File: src/rtl/calc_pkg.sv
// Shared constants for the calculator input controller: operation codes,
// FSM state encodings, debounce default and the operand sign helper.
package calc_pkg;

  localparam int unsigned DebCyclesDefault = 16;

  localparam logic [1:0] OpSom = 2'b00;
  localparam logic [1:0] OpSub = 2'b01;
  localparam logic [1:0] OpMul = 2'b10;
  localparam logic [1:0] OpDiv = 2'b11;

  typedef enum logic [2:0] {
    StWaitA  = 3'b000,
    StWaitOp = 3'b001,
    StWaitB  = 3'b010,
    StDone   = 3'b011
  } calc_state_e;

  // Sign-magnitude switches to two's complement; a negative zero folds to 8'h00.
  function automatic logic [7:0] signed_operand(input logic neg, input logic [6:0] mag);
    logic [7:0] ext;
    ext = {1'b0, mag};
    return neg ? (~ext + 8'd1) : ext;
  endfunction

endpackage

File: src/rtl/debounce_pulse.sv
// Two-flop synchroniser, stability counter and rising-edge pulse for one
// bouncing button. After reset the button must first be seen released for
// DEB_CYCLES samples, so a button held through reset yields no event.
module debounce_pulse
  import calc_pkg::*;
#(
  parameter int unsigned DEB_CYCLES = DebCyclesDefault
) (
  input  logic clk_i,
  input  logic rst_i,
  input  logic raw_i,
  output logic pulse_o
);

  localparam logic [7:0] CntMax = 8'(DEB_CYCLES - 1);

  logic       sync1_q;
  logic       sync2_q;
  logic       deb_q;
  logic       deb_last_q;
  logic       hold_q;
  logic       pulse_q;
  logic [7:0] cnt_q;

  // Synchronise, count consecutive differing samples, register the rising edge.
  always_ff @(posedge clk_i) begin
    if (rst_i) begin
      sync1_q    <= 1'b0;
      sync2_q    <= 1'b0;
      deb_q      <= 1'b0;
      deb_last_q <= 1'b0;
      pulse_q    <= 1'b0;
      cnt_q      <= 8'd0;
      hold_q     <= 1'b1;
    end else begin
      sync1_q    <= raw_i;
      sync2_q    <= sync1_q;
      deb_last_q <= deb_q;
      pulse_q    <= deb_q & ~deb_last_q;
      if (hold_q) begin
        // Re-arm only once a stable release has been observed.
        if (sync2_q) begin
          cnt_q <= 8'd0;
        end else if (cnt_q == CntMax) begin
          hold_q <= 1'b0;
          cnt_q  <= 8'd0;
        end else begin
          cnt_q <= cnt_q + 8'd1;
        end
      end else if (sync2_q != deb_q) begin
        if (cnt_q == CntMax) begin
          deb_q <= sync2_q;
          cnt_q <= 8'd0;
        end else begin
          cnt_q <= cnt_q + 8'd1;
        end
      end else begin
        cnt_q <= 8'd0;
      end
    end
  end

  assign pulse_o = pulse_q;

endmodule

File: src/rtl/calc_input_ctrl.sv
// Calculator input controller: debounces the operator and enter buttons and
// sequences operand A, operator and operand B capture, all outputs registered.
module calc_input_ctrl
  import calc_pkg::*;
#(
  parameter int unsigned DEB_CYCLES = DebCyclesDefault
) (
  input  logic       clki,
  input  logic       rst,
  input  logic       butSOM,
  input  logic       butSUB,
  input  logic       butMUL,
  input  logic       butDIV,
  input  logic       enter,
  input  logic [6:0] binario,
  input  logic       sinal,
  output logic [7:0] operand,
  output logic       load_a,
  output logic       load_b,
  output logic [1:0] op_code,
  output logic       go,
  output logic [2:0] state,
  output logic       err
);

  logic [3:0]  ev_op;  // {DIV, MUL, SUB, SOM}
  logic        ev_enter;
  logic        op_single;
  logic        op_multi;
  logic [1:0]  op_enc;
  logic [7:0]  captured;

  calc_state_e state_q, state_d;
  logic [7:0]  operand_q, operand_d;
  logic [1:0]  op_code_q, op_code_d;
  logic        load_a_q, load_a_d;
  logic        load_b_q, load_b_d;
  logic        go_q, go_d;
  logic        err_q, err_d;

  debounce_pulse #(.DEB_CYCLES(DEB_CYCLES)) u_deb_som (
    .clk_i(clki), .rst_i(rst), .raw_i(butSOM), .pulse_o(ev_op[0])
  );
  debounce_pulse #(.DEB_CYCLES(DEB_CYCLES)) u_deb_sub (
    .clk_i(clki), .rst_i(rst), .raw_i(butSUB), .pulse_o(ev_op[1])
  );
  debounce_pulse #(.DEB_CYCLES(DEB_CYCLES)) u_deb_mul (
    .clk_i(clki), .rst_i(rst), .raw_i(butMUL), .pulse_o(ev_op[2])
  );
  debounce_pulse #(.DEB_CYCLES(DEB_CYCLES)) u_deb_div (
    .clk_i(clki), .rst_i(rst), .raw_i(butDIV), .pulse_o(ev_op[3])
  );
  debounce_pulse #(.DEB_CYCLES(DEB_CYCLES)) u_deb_enter (
    .clk_i(clki), .rst_i(rst), .raw_i(enter), .pulse_o(ev_enter)
  );

  // Classify operator events and encode the single-press case.
  always_comb begin
    op_multi  = (ev_op & (ev_op - 4'd1)) != 4'd0;
    op_single = (ev_op != 4'd0) && !op_multi;
    captured  = signed_operand(sinal, binario);
    op_enc    = op_code_q;
    unique case (ev_op)
      4'b0001: op_enc = OpSom;
      4'b0010: op_enc = OpSub;
      4'b0100: op_enc = OpMul;
      4'b1000: op_enc = OpDiv;
      default: op_enc = op_code_q;
    endcase
  end

  // Next-state and output decode; enter always wins over operator events.
  always_comb begin
    state_d   = state_q;
    operand_d = operand_q;
    op_code_d = op_code_q;
    load_a_d  = 1'b0;
    load_b_d  = 1'b0;
    go_d      = load_b_q;
    err_d     = 1'b0;
    unique case (state_q)
      StWaitA: begin
        if (ev_enter) begin
          operand_d = captured;
          load_a_d  = 1'b1;
          state_d   = StWaitOp;
        end
      end
      StWaitOp: begin
        err_d = op_multi;
        if (ev_enter) begin
          operand_d = captured;
          load_a_d  = 1'b1;
        end else if (op_single) begin
          op_code_d = op_enc;
          state_d   = StWaitB;
        end
      end
      StWaitB: begin
        err_d = op_multi;
        if (ev_enter) begin
          operand_d = captured;
          load_b_d  = 1'b1;
          state_d   = StDone;
        end else if (op_single) begin
          op_code_d = op_enc;
        end
      end
      StDone: begin
        if (ev_enter) begin
          operand_d = captured;
          load_a_d  = 1'b1;
          state_d   = StWaitOp;
        end
      end
      default: state_d = StWaitA;
    endcase
  end

  // Output and state registers.
  always_ff @(posedge clki) begin
    if (rst) begin
      state_q   <= StWaitA;
      operand_q <= 8'h00;
      op_code_q <= OpSom;
      load_a_q  <= 1'b0;
      load_b_q  <= 1'b0;
      go_q      <= 1'b0;
      err_q     <= 1'b0;
    end else begin
      state_q   <= state_d;
      operand_q <= operand_d;
      op_code_q <= op_code_d;
      load_a_q  <= load_a_d;
      load_b_q  <= load_b_d;
      go_q      <= go_d;
      err_q     <= err_d;
    end
  end

  assign operand = operand_q;
  assign op_code = op_code_q;
  assign load_a  = load_a_q;
  assign load_b  = load_b_q;
  assign go      = go_q;
  assign err     = err_q;
  assign state   = state_q;

endmodule
File: config.mk
export PLATFORM = sky130hd
export DESIGN_NAME = calc_input_ctrl
export DESIGN_NICKNAME = d
export VERILOG_FILES = /design/src/rtl/calc_pkg.sv /design/src/rtl/debounce_pulse.sv /design/src/rtl/calc_input_ctrl.sv
export SDC_FILE = /design/constraint.sdc
export NUM_CORES = 1
export LEC_CHECK = 0
export ABC_AREA = 1
export CAP_MARGIN = 20
export CORE_UTILIZATION = 50
export DETAILED_ROUTE_END_ITERATION = 8
export PLACE_DENSITY = 0.73
export SLEW_MARGIN = 5
export SYNTH_ARGS = -nofsm -noshare
export SYNTH_HDL_FRONTEND = slang
export SYNTH_SLANG_ARGS = --single-unit
export TNS_END_PERCENT = 30
File: constraint.sdc
create_clock -name clki -period 1.3 [get_ports clki]
set_input_delay 0.195 -clock clki [delete_from_list [all_inputs] [get_ports clki]]
set_output_delay 0.195 -clock clki [all_outputs]
set_load 0.01 [all_outputs]
### Word level (Yosys, flattened, before mapping)

Cells that the tools add are included.

* register bits: 87
* latch bits: 0
* memory bits (writable): 0
* bits in read-only memories: 0
* input port bits: 15
* output and inout port bits: 17
* word-level logic and storage cells: 155
* memories kept: 0

* $add $sub $neg: 7
* multipliers: 0
* divide/modulo/power cells: 0
* order comparisons: 0
* eq/ne operators: 21
* shift operators: 0
* muxes and demuxes: 43
* bitwise operators: 21
* reductions and logical operators: 21

Operators by type and width (count)
* two-way mux 8 bit: 21
* adder 8 x 1 -> 8 bit, second input constant: 6
* equality test 8 x 4 -> 1 bit, second input constant: 5
* two-way mux 1 bit: 16
* AND reduction 3 bit: 5
* inverter 1 bit: 14
* two-way mux 3 bit: 4
* nonzero test 4 bit: 3
* OR reduction 2 bit: 5
* case mux 3 bit (3 select lines): 1
* inverter 7 -> 8 bit: 1
* case mux 2 bit (4 select lines): 1
* AND reduction 4 bit: 2
* equality test 3 x 2 -> 1 bit, second input constant: 2
* bitwise AND 1 bit: 5
* inequality test 1 bit: 5
* bitwise AND 4 bit: 1
* equality test 4 x 1 -> 1 bit, second input constant: 1
* equality test 4 x 2 -> 1 bit, second input constant: 1
* equality test 4 x 3 -> 1 bit, second input constant: 1
* equality test 4 bit, second input constant: 1
* inequality test 2 x 1 -> 1 bit, second input constant: 2
* inequality test 2 bit, second input constant: 2
* OR reduction 4 bit: 1
* other kinds (7): 7

### Logic depth before layout (Yosys ltp)

Gate-level depths: netlist of the first run.

* word-level depth: 8
* depth in mapped cells: 9
* gate-level depth less buffers: 9

### By module

From an unflattened synthesis of the first run, not the netlist that was laid out.

* cells, all modules: 560
* area total of the unflattened synthesis: 3953.8 um^2

By module, submodules not included
* debounce_pulse at u_deb_div ...: times used 4, cells an instance 86, area an instance 604.3 um^2
* calc_input_ctrl: times used 1, cells an instance 130, area an instance 919.6 um^2
* debounce_pulse at u_deb_sub: times used 1, cells an instance 86, area an instance 616.8 um^2

### Worst setup path before layout of the first run

Ideal clock, no wire load.

* path kind: reg2reg
* start point: reg state_q[0], in the netlist state[0]
* end point: reg state_q[0], in the netlist state[0]
* arrival: 1.344 ns
* data required time: 1.185 ns
* path slack: -0.159 ns
* cell stages (with the launch flop): 7
* buffers on the path: 0
* cell sequence: dfxtp_1 inv_1 ha_1 o21ai_0 nand3_1 nand2_1 nor2_1

* longest elaborated chain between the ends: 4
* elaborated cells between the ends (all ways): 11
* classes of those cells: eq/ne: 7; mux: 1; reduce/logical: 3

Ends and longest elaborated chain
* start: declaration: RTL line calc_input_ctrl.sv:33 `calc_state_e state_q, state_d;`
* start signal: assignment: RTL line calc_input_ctrl.sv:123 `state_q <= StWaitA;`
* start signal: assignment: RTL line calc_input_ctrl.sv:131 `state_q <= state_d;`
* equality test 3 x 2 -> 1 bit or logical NOT 3 bit (tied branches): RTL line calc_input_ctrl.sv:81 `unique case (state_q)`
* OR reduction 2 bit (no source line)
* inequality test 2 x 1 -> 1 bit (no source line)
* AND reduction 4 bit (no source line)

Parallel ways exist; a longest one is shown, timed or not.
A chain may end at the register's enable or synchronous reset.

### Worst setup path after layout of the first run

* start point: reg u_deb_mul.cnt_q[0]
* end point: reg u_deb_mul.deb_q

* longest elaborated chain between the ends: 2

Ends and longest elaborated chain
* start: declaration: RTL line debounce_pulse.sv:23 `logic [7:0] cnt_q;`
* start signal: assignment: RTL line debounce_pulse.sv:48 `cnt_q <= cnt_q + 8'd1;`
* start signal: assignment: RTL line debounce_pulse.sv:55 `cnt_q <= cnt_q + 8'd1;`
* equality test 8 x 4 -> 1 bit: RTL line debounce_pulse.sv:51 `if (cnt_q == CntMax) begin`
* AND reduction 3 bit (no source line)
* end signal: assignment: RTL line debounce_pulse.sv:52 `deb_q <= sync2_q;`
* end: declaration: RTL line debounce_pulse.sv:19 `logic deb_q;`

No other way between the ends.

==> results of run 1 <==
## logic make-up after synthesis
family          after synthesis
other cells                   1
compound gates               48
fa+ha+maj                    10
simple gates                201
xor+xnor                     26
flops                        86
buf+inv                      72
## sequential cells by signal (all words and copies together) (netlist names), 2 cells and up
signal and cells:
op_code 2, operand 8, state 2, u_deb_div.cnt_q 8, u_deb_enter.cnt_q 8, u_deb_mul.cnt_q 8
u_deb_som.cnt_q 8, u_deb_sub.cnt_q 8
## worst max-delay path, stage by stage, from the launching register on
cell and delay, ns:
dfxtp_1 0.37, ha_2 0.21, nand3_2 0.14, nor2_4 0.16
nand2_1 0.07, o21ai_1 0.13, nor2_1 0.06
## cells in the final DEF, fill, tap and decap left out, drive strengths merged
cell type,netlist,final
a31oi,1,1
buf,8,22
nor2,100,100
nand3,28,28
dfxtp,86,86
nand2,49,49
and3,1,1
dlygate4sd2,0,15
xor2,19,19
clkdlybuf4s15,0,1
o21bai,1,1
a22oi,3,3
inv,64,64
bufinv,0,2
o21ai,20,20
clkdlybuf4s50,0,14
ha,10,10
nor3,14,14
xnor2,7,7
nand4,5,5
a21oi,22,22
conb,1,1
a311oi,1,1
clkinv,0,2
clkbuf,0,11
clkinvlp,0,1
nor3b,4,4
## metal layers
layer / track usage (%) / wire length [um]
met1: 21.4 / 2940
met5: 0 / 0
met3: 4.83 / 186
met4: 7.88 / 119
met2: 29.4 / 3050
## power by group through the flow
stage               logic (mW)  clock network (mW)  registers [mW]
floorplan                0.412                   0            2.85
global placement         0.673                   0            2.83
detailed placement       0.689                   0            2.84
CTS                      0.685                2.17            2.77
global route             0.783                2.27            2.80
finish                   0.687                2.12            2.78
## layout make-up
class / instances / area share (%)
inverter: 64 / 5.40
tap: 96 / 2.70
timing repair buffer: 52 / 10.0
clock inverter: 5 / 1.83
sequential: 86 / 39.0
clock buffer: 11 / 3.41
multi-input combinational: 286 / 37.7
## final timing paths
check	start	end
worst max register to register	u_deb_mul.cnt_q[0]	u_deb_mul.deb_q
worst min-delay path	butMUL	u_deb_mul.sync1_q
worst max-delay path	u_deb_mul.cnt_q[0]	u_deb_mul.deb_q
worst min register to register	u_deb_enter.deb_last_q	u_deb_enter.pulse_o
## through the flow
step           area, um2  hold slack, ns  TNS (ns)  std cells  setup WS [ns]
3_3_place_gp        4140           0.380     -1.37        584         -0.245
2_1_floorplan       3610           0.302         0        444         0.0563
4_1_cts             4370           0.346         0        600         0.0117
5_1_grt             4450           0.363   -0.0416        600        -0.0293
6_report            4450           0.358         0        600         0.0561
3_5_place_dp        4140           0.378     -2.13        584         -0.270
## timing repair
item,CTS,global route
pin swaps,0,4
cloned,0,0
endpoints found under the setup margin,18,23
resized for setup,19,27
==> impl_metrics.py, run 1 <==
metrics = {
    "setup_path": {
        "r2r_slack_ns": 0.06,
        "cp_max_fo": 3,
        "critPathKind": "flip-flop to flip-flop",
        "crit_path_end_kind": "flip-flop",
        "ff2ff_path_depth": 6,
        "start_kind": "flip-flop",
        "cp.required_ns": 1.55,
        "worst_ep_arrival_time_ns": 1.49,
    },
    "floorplanning": {
        "start_util_pct": 52.4,
        "die_h_um": 86.9,
        "core-area_mm2": 0.00687,
        "die_width_um": 86.9,
        "io_pins": 32,
        "rows": 30,
        "die-area_mm2": 0.00755,
    },
    "global_routing": {
        "grt_max_degree": 15,
        "overflow": 0,
        "track_usage_pct": 17.7,
        "first_global_vias": 2589,
        "grt_pass1_wl_um": 10400,
        "antenna_found_initial": 0,
    },
    "timing": {
        "rsz0062_at_grt": "true",
        "fmax_ghz": 0.804,
        "slew_violations": 0,
        "setup_violations": 0,
        "hold_viol_final": 0,
        "period_share_pct": 95.7,
        "fin_skew_ns": 0.00524,
        "period_minus_slack_ns": 1.24,
    },
    "drt": {
        "antenna_left": 0,
        "drt_wl_total_um": 6300,
        "firstDrtPassIters": 4,
        "drc": 0,
        "wl_per_cell_um": 10.5,
        "drt_iter0_drc": 79,
        "num_vias": 2856,
        "drt-vias-per-instance": 4.76,
    },
    "hold_path": {
        "hold_path.class": "primary input to flip-flop",
        "hold_depth": 3,
    },
    "pwr": {
        "power_per_cell_area_mw_per_mm2": 1260,
        "swShare_pct": 24.3,
        "ir_drop_mv": 1.09,
        "internal_power_mw": 4.23,
        "sequentialPowerShare_pct": 49.8,
        "clkPwrFrac_pct": 37.9,
        "net-switching-power_mw": 1.36,
        "pwr-share-comb_pct": 12.3,
        "leakagePower_nw": 1.92,
        "power.total_mw": 5.59,
    },
    "finish": {
        "final_layout_size_suffix_gt1_share_pct": 18.8,
        "multi_input_area_mm2": 0.00167,
        "fin_nets": 524,
        "final_util_pct": 64.7,
        "antennaDiodeCount": 0,
        "layout.area.seq_mm2": 0.00173,
        "area_growth_pct": 23.5,
        "fillers": 583,
    },
    "synthesis": {
        "synth_top_cell_by_area": "dfxtp_1",
        "syn_nets": 469,
        "ys_warn_count": 0,
        "syn_area_mm2": 0.00360,
        "ys_seq_elements": 86,
        "synthFlopType": "dfxtp_1",
        "synthMuxAreaShare_pct": 0,
        "avgSynthCellArea_um2": 8.11,
        "synth_area_leaders": "dfxtp_1 48%, nor2_1 9.3%, inv_1 6.3%",
        "synthCells": 444,
        "yosys.area_share.simple_pct": 26.9,
        "synth_commonest_cells": "89 x nor2_1, 86 x dfxtp_1, 60 x inv_1",
        "synth_most_common_cell": "nor2_1",
        "synthArstFlopShare_pct": 0,
        "yosys.cell_types.count": 32,
        "synth_adder_area_share_pct": 3.47,
        "synth-xor-area-share_pct": 6.32,
        "synth_top_area_share_pct": 47.8,
        "synth_compound_area_share_pct": 7.40,
        "synth_top_family_by_area": "simple AND/OR/NAND/NOR gates",
        "synth-edff-count": 0,
        "synth_seq_area_share_pct": 47.8,
    },
    "clocking": {
        "numCtsBuffers": 9,
        "clockBufferDepth": 2,
        "htreeDepth": 3,
        "cts_sinks": 86,
        "cts_root_buf": "clkbuf_8",
        "postCtsHoldBufs": 0,
        "clkLatencyLatePin_ns": 0.35,
        "clkTransAtPathRegs_ns": 0.08,
        "postCtsSetupBuffers": 0,
        "cts_tree": "done",
    },
    "status": {
        "status": "finished clean",
    },
    "placement": {
        "finalWeightedCongestion": 0.759,
        "dp_hpwl_um": 4530,
        "port_buffers": 30,
    },
    "run": {
        "drv_cap": 0,
    },
}
(Power assumes the default switching activity.)
==> inputs of run 2 (changes only) <==
--- a/config.mk
+++ b/config.mk
@@ -10,6 +10,8 @@
 export CORE_UTILIZATION = 50
 export DETAILED_ROUTE_END_ITERATION = 8
 export PLACE_DENSITY = 0.73
+export REMOVE_ABC_BUFFERS = 1
+export SKIP_CTS_REPAIR_TIMING = 1
 export SLEW_MARGIN = 5
 export SYNTH_ARGS = -nofsm -noshare
 export SYNTH_HDL_FRONTEND = slang
==> run 2 against run 1 <==
Against the previous run: clock power hardly changed; sequential share of layout area is 0.71 points lower; design area is 1.7% higher; routed wire length is 0.52% lower; worst hold slack worse by 0.0053 ns; critical path depth stayed put; global-route usage is 0.82 points higher; clock skew is 0.00066 ns higher; largest cell class unchanged.
==> impl_metrics.py, run 2 (synthesized netlist as in run 1, its figures left out) <==
metrics = {
    "status": {
        "status": "finished clean",
    },
    "clocking": {
        "cts_sinks": 86,
        "clockBufferDepth": 2,
        "cts_tree": "done",
        "numCtsBuffers": 9,
        "htreeDepth": 3,
        "clkLatencyLatePin_ns": 0.35,
        "clkTransAtPathRegs_ns": 0.08,
        "cts_root_buf": "clkbuf_8",
    },
    "setup_path": {
        "worst_ep_arrival_time_ns": 1.51,
        "start_kind": "flip-flop",
        "critPathKind": "flip-flop to flip-flop",
        "worstPathCellList": "ha_1, nand3_4, nor2_4, nor2_1, o21ai_0, a21oi_1",
        "critPathTopFamily": "simple AND/OR/NAND/NOR gates",
        "cp_max_fo": 3,
        "crit_path_end_kind": "flip-flop",
        "cp_slowest_stage_delay_ns": 0.33,
        "cp.required_ns": 1.58,
        "critPathSlowestCell": "dfxtp_2",
        "crit_buf_inv": 0,
    },
    "placement": {
        "finalWeightedCongestion": 0.833,
        "port_buffers": 30,
        "dp_cells": 588,
        "dp_hpwl_um": 4620,
    },
    "pwr": {
        "power_per_cell_area_mw_per_mm2": 1260,
        "power.total_mw": 5.71,
        "ir_drop_mv": 0.767,
        "leakagePower_nw": 2.16,
    },
    "timing": {
        "period_minus_slack_ns": 1.23,
        "period_share_pct": 94.6,
        "hold_slack_ns": 0.353,
        "fmax_ghz": 0.813,
        "setup_violations": 0,
        "hold_viol_final": 0,
        "slew_violations": 0,
        "fin_skew_ns": 0.00590,
    },
    "finish": {
        "fillers": 587,
        "layout_commonest_cell": "nor2_1",
        "antennaDiodeCount": 0,
        "final_layout_size_suffix_gt1_share_pct": 18.5,
        "area_growth_pct": 25.6,
        "instances_no_fill": 604,
        "fin_nets": 528,
        "layout_common_cells": "87 x nor2_1, 80 x dfxtp_1, 58 x inv_1, 39 x nand2_1, 25 x buf_4",
    },
    "floorplanning": {
        "die_width_um": 86.9,
        "start_util_pct": 52.4,
        "rows": 30,
        "core-area_mm2": 0.00687,
        "die_h_um": 86.9,
        "io_pins": 32,
        "die-area_mm2": 0.00755,
    },
    "run": {
        "drv_cap": 0,
    },
    "global_routing": {
        "antenna_found_initial": 0,
        "grt_pass1_wl_um": 10900,
        "first_global_vias": 2678,
        "overflow": 0,
        "track_usage_pct": 18.5,
        "grt_max_degree": 16,
    },
    "drt": {
        "drt_wl_total_um": 6260,
        "drt-vias-per-instance": 4.74,
        "antenna_left": 0,
        "num_vias": 2863,
        "drt_iter0_drc": 65,
        "wl_per_cell_um": 10.4,
        "drc": 0,
        "firstDrtPassIters": 4,
    },
    "hold_path": {
        "hold_path.class": "primary input to flip-flop",
    },
}
## run 2: cell count changes in the layout (fill, tap and decap cells not counted), moves of 2 or more
cell / change
buf_4: +3
ha_2: -2
ha_1: +2
dlymetal6s2s_1: +16
dlygate4sd2_1: -15
o21ai_1: +2
## run 2: report_power, final
part           switching (mW)  total, mW  leakage (nW)  internal [mW]
Clock                   0.883       2.12         0.120           1.24
Combinational           0.384      0.794          1.34          0.410
Sequential             0.0689       2.79         0.700           2.72
Total                    1.34       5.71          2.16           4.37
## run 2: worst paths after layout
check / start / endpoint / slack (ns) / cells after the start
setup / recovery: u_deb_mul.cnt_q[0] / u_deb_mul.cnt_q[5] / 0.07 / 6
hold / removal: butSUB / u_deb_sub.sync1_q / 0.35 / 3
setup reg to reg: u_deb_mul.cnt_q[0] / u_deb_mul.cnt_q[5] / 0.07 / 6
hold reg to reg: u_deb_div.deb_last_q / u_deb_div.pulse_o / 0.39 / 1
## run 2: per-stage QoR
stage | TNS (ns) | setup slack, ns | area (um2) | utilization (%)
CTS | -2.32 | -0.261 | 4420 | 64.3
floorplan | -0.332 | -0.166 | 3550 | -
global route | -0.0405 | -0.0244 | 4520 | 65.8
global placement | -1.30 | -0.247 | 4180 | 60.9
finish | 0 | 0.0701 | 4520 | 65.8
detailed placement | -1.82 | -0.287 | 4180 | 60.9
## run 2: layout make-up
type	count	area (um2)	area share [%]
inverters	64	240	5.31
repair buffers	56	548	12.1
clock inverters	3	65.1	1.44
multi-input cells	286	1650	36.5
well taps	96	120	2.66
flip-flops and latches	86	1730	38.2
clock buffers	13	169	3.74
## run 2: per-layer routing
layer | up-vias | share of wire [%] | track usage [%]
met5 | - | 0 | 0
met4 | 0 | 2.1 | 10.9
met3 | 10 | 4.0 | 3.32
met2 | 50 | 48 | 31.1
met1 | 1287 | 46 | 22.2
li1 | 1516 | - | -
## run 2: worst register-to-register path, delay by kind of cell, from the launching register on
kind	cells	cell delay (ns)
AND/OR/NAND/NOR	3	0.35
flip-flops	1	0.33
AO/OA/AOI/OAI	2	0.24
adder cells (fa/ha/maj)	1	0.24
